[config.mk]
export PLATFORM = sky130hd
export DESIGN_NAME = noc_packetizer
export DESIGN_NICKNAME = d
export VERILOG_FILES = /design/src/rtl/noc_pkg.sv /design/src/rtl/noc_flit_out_reg.sv /design/src/rtl/noc_packetizer.sv
export SDC_FILE = /design/constraint.sdc
export NUM_CORES = 1
export LEC_CHECK = 0
export ABC_AREA = 1
export BUFFER_PORTS_ARGS = -buffer_cell sky130_fd_sc_hd__buf_2
export CAP_MARGIN = 20
export CORE_MARGIN = 2
export CORE_UTILIZATION = 33
export CTS_BUF_LIST = sky130_fd_sc_hd__clkbuf_8
export DETAILED_ROUTE_END_ITERATION = 6
export SLEW_MARGIN = 0
export SYNTH_ARGS = -nofsm -noshare
export SYNTH_HDL_FRONTEND = slang
export SYNTH_SLANG_ARGS = --single-unit
export TNS_END_PERCENT = 100
[constraint.sdc]
create_clock -name noc_clk -period 1.6 [get_ports noc_clk]
set_input_delay 0.24 -clock noc_clk [delete_from_list [all_inputs] [get_ports noc_clk]]
set_output_delay 0.24 -clock noc_clk [all_outputs]
set_load 0.02 [all_outputs]
[src/rtl/noc_pkg.sv]
// Shared types and header-field offsets for NoC injection blocks.
// Header layout MSB-first: dest_x, dest_y, src_x, src_y ... len at bit 0.
package noc_pkg;

    typedef enum logic [0:0] {
        IDLE = 1'b0,
        BODY = 1'b1
    } pkt_state_t;

    function automatic int hdr_dest_x_lsb(input int dw, input int cw);
        return dw - cw;
    endfunction

    function automatic int hdr_dest_y_lsb(input int dw, input int cw);
        return dw - 2 * cw;
    endfunction

    function automatic int hdr_src_x_lsb(input int dw, input int cw);
        return dw - 3 * cw;
    endfunction

    function automatic int hdr_src_y_lsb(input int dw, input int cw);
        return dw - 4 * cw;
    endfunction

    function automatic int hdr_used_bits(input int cw, input int lw);
        return 4 * cw + lw;
    endfunction

endpackage

[src/rtl/noc_flit_out_reg.sv]
// Registered flit output stage: loads a new flit whenever the slot is empty or draining.
// One-cycle latency; holds flit/is_header/is_tail stable while valid && !ready.
module noc_flit_out_reg #(
    parameter int DATA_WIDTH = 32
) (
    input  logic                  clk,
    input  logic                  rst,
    input  logic                  load,
    input  logic [DATA_WIDTH-1:0] load_flit,
    input  logic                  load_is_header,
    input  logic                  load_is_tail,
    input  logic                  ready,
    output logic                  valid,
    output logic [DATA_WIDTH-1:0] flit,
    output logic                  is_header,
    output logic                  is_tail,
    output logic                  out_free
);

    assign out_free = !valid || ready;

    always_ff @(posedge clk) begin
        if (rst) begin
            valid     <= 1'b0;
            flit      <= '0;
            is_header <= 1'b0;
            is_tail   <= 1'b0;
        end else if (out_free) begin
            valid <= load;
            if (load) begin
                flit      <= load_flit;
                is_header <= load_is_header;
                is_tail   <= load_is_tail;
            end
        end
    end

endmodule

[src/rtl/noc_packetizer.sv]
// Builds header + N body flits from a request and payload stream toward a router local port.
// Flit visible one cycle after fire; req/pay ready follow output-slot availability.
module noc_packetizer
    import noc_pkg::*;
#(
    parameter int DATA_WIDTH = 32,
    parameter int COORD_W    = 4,
    parameter int LEN_W      = 8,
    parameter int X_ID       = 0,
    parameter int Y_ID       = 0
) (
    input  logic                  noc_clk,
    input  logic                  noc_rst,
    input  logic                  req_valid,
    output logic                  req_ready,
    input  logic [COORD_W-1:0]    req_dest_x,
    input  logic [COORD_W-1:0]    req_dest_y,
    input  logic [LEN_W-1:0]      req_len,
    input  logic                  pay_valid,
    output logic                  pay_ready,
    input  logic [DATA_WIDTH-1:0] pay_data,
    output logic                  sender_valid,
    input  logic                  sender_ready,
    output logic [DATA_WIDTH-1:0] sender_flit,
    output logic                  sender_is_header,
    output logic                  sender_is_tail,
    output logic [15:0]           pkt_sent_cnt
);

    localparam int DX_LSB = hdr_dest_x_lsb(DATA_WIDTH, COORD_W);
    localparam int DY_LSB = hdr_dest_y_lsb(DATA_WIDTH, COORD_W);
    localparam int SX_LSB = hdr_src_x_lsb(DATA_WIDTH, COORD_W);
    localparam int SY_LSB = hdr_src_y_lsb(DATA_WIDTH, COORD_W);

    generate
        if (hdr_used_bits(COORD_W, LEN_W) > DATA_WIDTH) begin : g_hdr_too_wide
            $error("noc_packetizer: header fields do not fit in DATA_WIDTH");
        end
    endgenerate

    pkt_state_t            state;
    logic [LEN_W-1:0]      remaining;
    logic                  out_free;
    logic                  req_fire;
    logic                  pay_fire;
    logic                  load;
    logic                  load_is_tail;
    logic [DATA_WIDTH-1:0] hdr;
    logic [DATA_WIDTH-1:0] load_flit;

    assign req_ready = !noc_rst && (state == IDLE) && out_free;
    assign pay_ready = !noc_rst && (state == BODY) && out_free;
    assign req_fire  = req_valid && req_ready;
    assign pay_fire  = pay_valid && pay_ready;

    always_comb begin
        hdr                          = '0;
        hdr[DX_LSB +: COORD_W]       = req_dest_x;
        hdr[DY_LSB +: COORD_W]       = req_dest_y;
        hdr[SX_LSB +: COORD_W]       = COORD_W'(X_ID);
        hdr[SY_LSB +: COORD_W]       = COORD_W'(Y_ID);
        hdr[LEN_W-1:0]               = req_len;
    end

    assign load         = req_fire || pay_fire;
    assign load_flit    = req_fire ? hdr : pay_data;
    assign load_is_tail = req_fire ? (req_len == '0) : (remaining == LEN_W'(1));

    // remaining counts body flits still owed; it never exceeds req_len, so 255 fits.
    always_ff @(posedge noc_clk) begin
        if (noc_rst) begin
            state     <= IDLE;
            remaining <= '0;
        end else begin
            case (state)
                IDLE: begin
                    if (req_fire) begin
                        remaining <= req_len;
                        if (req_len != '0) state <= BODY;
                    end
                end
                BODY: begin
                    if (pay_fire) begin
                        remaining <= remaining - LEN_W'(1);
                        if (remaining == LEN_W'(1)) state <= IDLE;
                    end
                end
                default: state <= IDLE;
            endcase
        end
    end

    always_ff @(posedge noc_clk) begin
        if (noc_rst) begin
            pkt_sent_cnt <= '0;
        end else if (sender_valid && sender_ready && sender_is_tail) begin
            pkt_sent_cnt <= pkt_sent_cnt + 16'd1;
        end
    end

    noc_flit_out_reg #(
        .DATA_WIDTH (DATA_WIDTH)
    ) u_out_reg (
        .clk            (noc_clk),
        .rst            (noc_rst),
        .load           (load),
        .load_flit      (load_flit),
        .load_is_header (req_fire),
        .load_is_tail   (load_is_tail),
        .ready          (sender_ready),
        .valid          (sender_valid),
        .flit           (sender_flit),
        .is_header      (sender_is_header),
        .is_tail        (sender_is_tail),
        .out_free       (out_free)
    );

endmodule

Yosys cells after proc, flatten, opt, wreduce, memory -nomap -nowiden
Index checks and enable logic that the tools add are counted.
Storage, ports and cells
  output and inout port bits: 53
  register bits after elaboration: 60
Cells by class
  equality and inequality tests: 3
  $add $sub $neg: 2
  mux-type cells: 10
  bitwise logic cells: 1
  reductions and logical operators: 16
Operators by type and width (number)
  two-way mux 32 bit: 1
  adder 16 x 1 -> 16 bit (second input constant): 1
  two-way mux 8 bit: 2
  one-hot mux 8 bit (2 select lines): 1
  equality test 8 x 1 -> 1 bit (second input constant): 1
  logical AND 1 bit: 8
  logical NOT 8 bit: 1
  nonzero test 8 bit: 1
  subtractor 8 x 1 -> 8 bit (second input constant): 1
  two-way mux 1 bit: 5
  AND reduction 2 bit: 2
  logical NOT 1 bit: 2
  logical OR 1 bit: 2
  != test 2 x 1 -> 1 bit (second input constant): 1
  != test 2 bit (second input constant): 1
  one-hot mux 1 bit (2 select lines): 1
  inverter 1 bit: 1

Logic depth before layout (Yosys ltp)
  depth after elaboration: 6
  gate-level depth with buffers: 8
  gate-level depth less buffers: 8

Cells and area by module
A second synthesis with hierarchy kept.
Second synthesis, totals
  cells, all modules: 531
  area, all modules: 3379.5 sq um
Modules (own cells, without submodules)
  noc_packetizer: area each 1734.2 sq um, seq. area each 500.5 sq um, times used 1, cells each 303
  noc_flit_out_reg: area each 1645.3 sq um, seq. area each 700.7 sq um, times used 1, cells each 228

Least setup slack after synthesis
OpenSTA, ideal clock, no wires.
  path type: register -> register
  start: register pkt_sent_cnt[0]
  end: register pkt_sent_cnt[12]
  setup slack: 154 ps
  data arrival time: 1331 ps
  cell stages (with the launch flop): 9
  path buffers: 0
  period minus slack after synthesis: 1446 ps
  setup time: 115 ps
  path through: dfxtp_1 -> ha_1 -> inv_1 -> nor3_1 -> nand2_1 -> nor2_2 -> nand3_1 -> nand2_1 -> nor2_1
Between the ends
  cells in the longest elaborated chain, start to end: 1
RTL lines
  start: declaration: RTL line noc_packetizer.sv:27  | output logic [15:0] pkt_sent_cnt
  start signal: assignment: RTL line noc_packetizer.sv:97  | pkt_sent_cnt <= pkt_sent_cnt + 16'd1;
  adder 16 x 1 -> 16 bit: RTL line noc_packetizer.sv:97
Every way passes these cells.
A chain may end at the register's enable or synchronous reset.

Worst setup path after layout
  start: register u_out_reg.valid
  end: output pay_ready
Between the ends
  cells in the longest elaborated chain, start to end: 3
RTL lines
  start: declaration: RTL line noc_flit_out_reg.sv:13  | output logic valid,
  start signal: assignment: RTL line noc_flit_out_reg.sv:29  | valid <= load;
  logical NOT 1 bit: RTL line noc_flit_out_reg.sv:20  | assign out_free = !valid || ready;
  logical OR 1 bit: RTL line noc_flit_out_reg.sv:20
  logical AND 1 bit: RTL line noc_packetizer.sv:52  | assign pay_ready = !noc_rst && (state == BODY) && out_free;
  end: declaration: RTL line noc_packetizer.sv:20  | output logic pay_ready,
Every way passes these cells.

==> impl_results.md <==
* CTS tree: done
* # clock sinks at 60
* Reg clk slew, reported paths at roughly 70 ps
* Worst reg2reg setup slack at approximately 200 ps
* Total GRT Usage at 0.167
* Synth Area in Simple Gates at 0.287
* Starting Density at 0.342
* Iter 0 DRT Violations at between 100 and 150
* Compound-Gate Fraction of Synth Area at 0.181
* DIE WIDTH at slightly below 100 um
* DP Cell Count at roughly 610
* Fin. max-slew vios at 0
* Area contributors post-synth: dfxtp_1 43%, nand2_1 11%, o21ai_0 9.4%
* Final min period at around 1500 ps
* Commonest non-fill, non-tap cell in the layout: buf_2
* Core area at 8220 um2
* Min-Delay Endpoint: u_out_reg.flit[5]
* Routed WL per cell at 12.2 um
* Grt ovf at 0
* Max cap viols at 0
* Sequential element share of the synthesized area at 0.427
* Final antenna-violating net count at 0
* Worst Path Arrival at ~1300 ps
* Hold_sp: pay_data[5]
* Hold Path Depth at 3
* Synth area leader: dfxtp_1
* Post-Place Cell Area at 3520 um2
* Final period util at 0.930
* End-of-flow core utilization at 0.452
* First-pass GRT wire length at about 12,000 um
* Initial antenna violation count at 0
* Tot Pwr at about 3.7 mW
* RSZ-0062 raised after global routing: no
* Drt first pass iters at 4
* Average cell area after synthesis at just over 7 um2
* Hpwl dp at roughly 5700 um
* Ys Warns at 0
* Fillers at 879
* Worst slack, placed at 141 ps
* Most frequent cells in the layout: 104 x buf_2, 81 x nand2_1, 59 x dfxtp_1, 53 x o21ai_0, 49 x nor2_1
* Max H-tree Level at 3
* Die area at 9270 um2
* R2R depth at 7
* Mux contribution to synthesized area at 0
* Worst hold path class: in -> reg
* Net Count, Synth at between 400 and 500
* VDD IR-drop max at 0.000431 V
* Hold Vio Cnt, Final at 0
* Fraction of layout cells with a size suffix above 1 at 0.298
* Ys async rst share at 0
* Slowest CP cell: dfxtp_1
* Worst Setup Start Kind: flop
* Syn-to-layout area delta at 32.3%
* Min Hold Slack at between 150 and 200 ps
* Final instance area at approximately 3700 um2
* Post-Synth XOR/XNOR Area at 0
* Root Buffer: clkbuf_8
* Die Height at between 90 and 100 um
* Worst-margin pin slew at between 200 and 300 ps
* Routed vias at between 2,000 and 3,000
* Final setup fails at 0
* Mapped Cells at 397
* Pleak at 1.74 nW
* Share of the synthesized area in the top cell type at 0.427
* Total negative slack at 0 ps
* RR Startpoint: pkt_sent_cnt[6]
* FF+latch count, synth at 60
* Post-route DRC at 0
* Mapped Area at between 2000 and 3000 um2
* Worst endpoint required time at roughly 1400 ps
* Largest net degree at the start of global routing at 28
* Cell Count, Final, Fillers Out at 621
* Largest family of logic cells by synthesized area: simple AND/OR/NAND/NOR gates
* Port Buffers at 105
* WL final at between 7000 and 8000 um
* Layout Skew at 10.9 ps
* Synth cell types at 28
* # rows at 33
* Adder-cell share of the synthesized area at 0.0134
* Vias in the first global route at approximately 2,700
* Clock buffer depth at 2
* Primary FF master, synth: dfxtp_1
* Max Clock Freq at approximately 670 MHz
* Crit path cell chain: nand2_2 > inv_1 > nor3_4 > buf_6
* Post-synth EDFFs at 0
* Status: completed
* Worst r2r dst: pkt_sent_cnt[14]
* Worst path max stage delay at approximately 330 ps
* Drt via density at roughly 4.8
* Nets@finish at roughly 570
* Critical path type: reg -> out
* I/O pin cnt at roughly 110
* Gpl congestion at between 0.8 and 0.9
* Total CTS buffers at 9
* Post-CTS setup buffer count at 0
* Worst skew pair latency at 340 ps
* Rel. slew slack at 0.807
* Pwr Density at 987 nW/um2
* Worst setup EP type: output port
* ANT cells at 0
* PnR worst setup slack at about 110 ps
* Crit Path Max Fanout at 4
==> area by class of cell <==
| cell class | count | area (um2) | share of cell area |
|---|---|---|---|
| clock buffer | 10 | 138 | 0.0370 |
| clock inverter | 6 | 32.5 | 0.00875 |
| inverter | 37 | 139 | 0.0374 |
| multi-input combinational | 281 | 1380 | 0.370 |
| sequential | 60 | 1200 | 0.324 |
| tap | 105 | 131 | 0.0353 |
| timing repair buffer | 122 | 697 | 0.187 |
==> cells in the mapped netlist (2+ instances only) <==
library cell	instances
inv_1	35
buf_6	4
clkbuf_1	9
inv_2	2
o21ai_0	53
buf_2	3
nor2_2	2
nand4_1	5
nor2_1	50
nand2_2	2
nand2_1	82
buf_4	3
nand3_1	17
a21oi_2	2
dfxtp_1	60
a21oi_1	17
o21bai_1	2
a31oi_1	17
nor3_1	21
ha_1	3
==> critical path: cells and delay by family (launching register included) <==
kind	cells	cell delay, ps
buffers and inverters	2	260
DFF	1	330
and+or+nand+nor	2	340
==> timing repair <==
action | 4_1_cts | 5_1_grt
setup endpoints to repair | 1 | 6
gates cloned | 0 | 0
hold buffers | 0 | 0
gates resized for setup | 4 | 6
pin swaps | 0 | 1
==> worst max path at each step <==
stage / slack (ps) / from / cells past startpoint / end
after floorplan: 150 / pkt_sent_cnt[0] / 8 / pkt_sent_cnt[12]
after global placement: 210 / state / 6 / state
after detailed placement: 140 / state / 7 / u_out_reg.flit[20]
after CTS: 6 / state / 4 / pay_ready
after global routing: 40 / u_out_reg.valid / 4 / pay_ready
final: 110 / u_out_reg.valid / 4 / pay_ready
==> cells by family (layout without fill, tap and decap cells) <==
family	Yosys count	after routing
AND/OR/NAND/NOR	184	184
AO/OA/AOI/OAI	94	94
flip-flops	60	60
buffers and inverters	56	175
adder cells (fa/ha/maj)	3	3
==> flip-flops by register name, indices dropped and copies added (netlist names) <==
| name | flops |
|---|---|
| u_out_reg.flit | 32 |
| pkt_sent_cnt | 16 |
| remaining | 8 |
| state | 1 |
| u_out_reg.is_header | 1 |
| u_out_reg.is_tail | 1 |
| u_out_reg.valid | 1 |
==> power breakdown <==
group / switching, mW / total (mW) / internal [mW]
combinational: 0.496 / 0.806 / 0.311
clock: 0.600 / 1.19 / 0.586
sequential: 0.0656 / 1.68 / 1.61
total: 1.16 / 3.67 / 2.51
==> routing by layer <==
layer,track usage,share of wire
met1,0.205,0.46
met2,0.277,0.47
met3,0.0486,0.054
met4,0.0607,0.014
met5,0,0
Power figures use the tool's default switching activity.
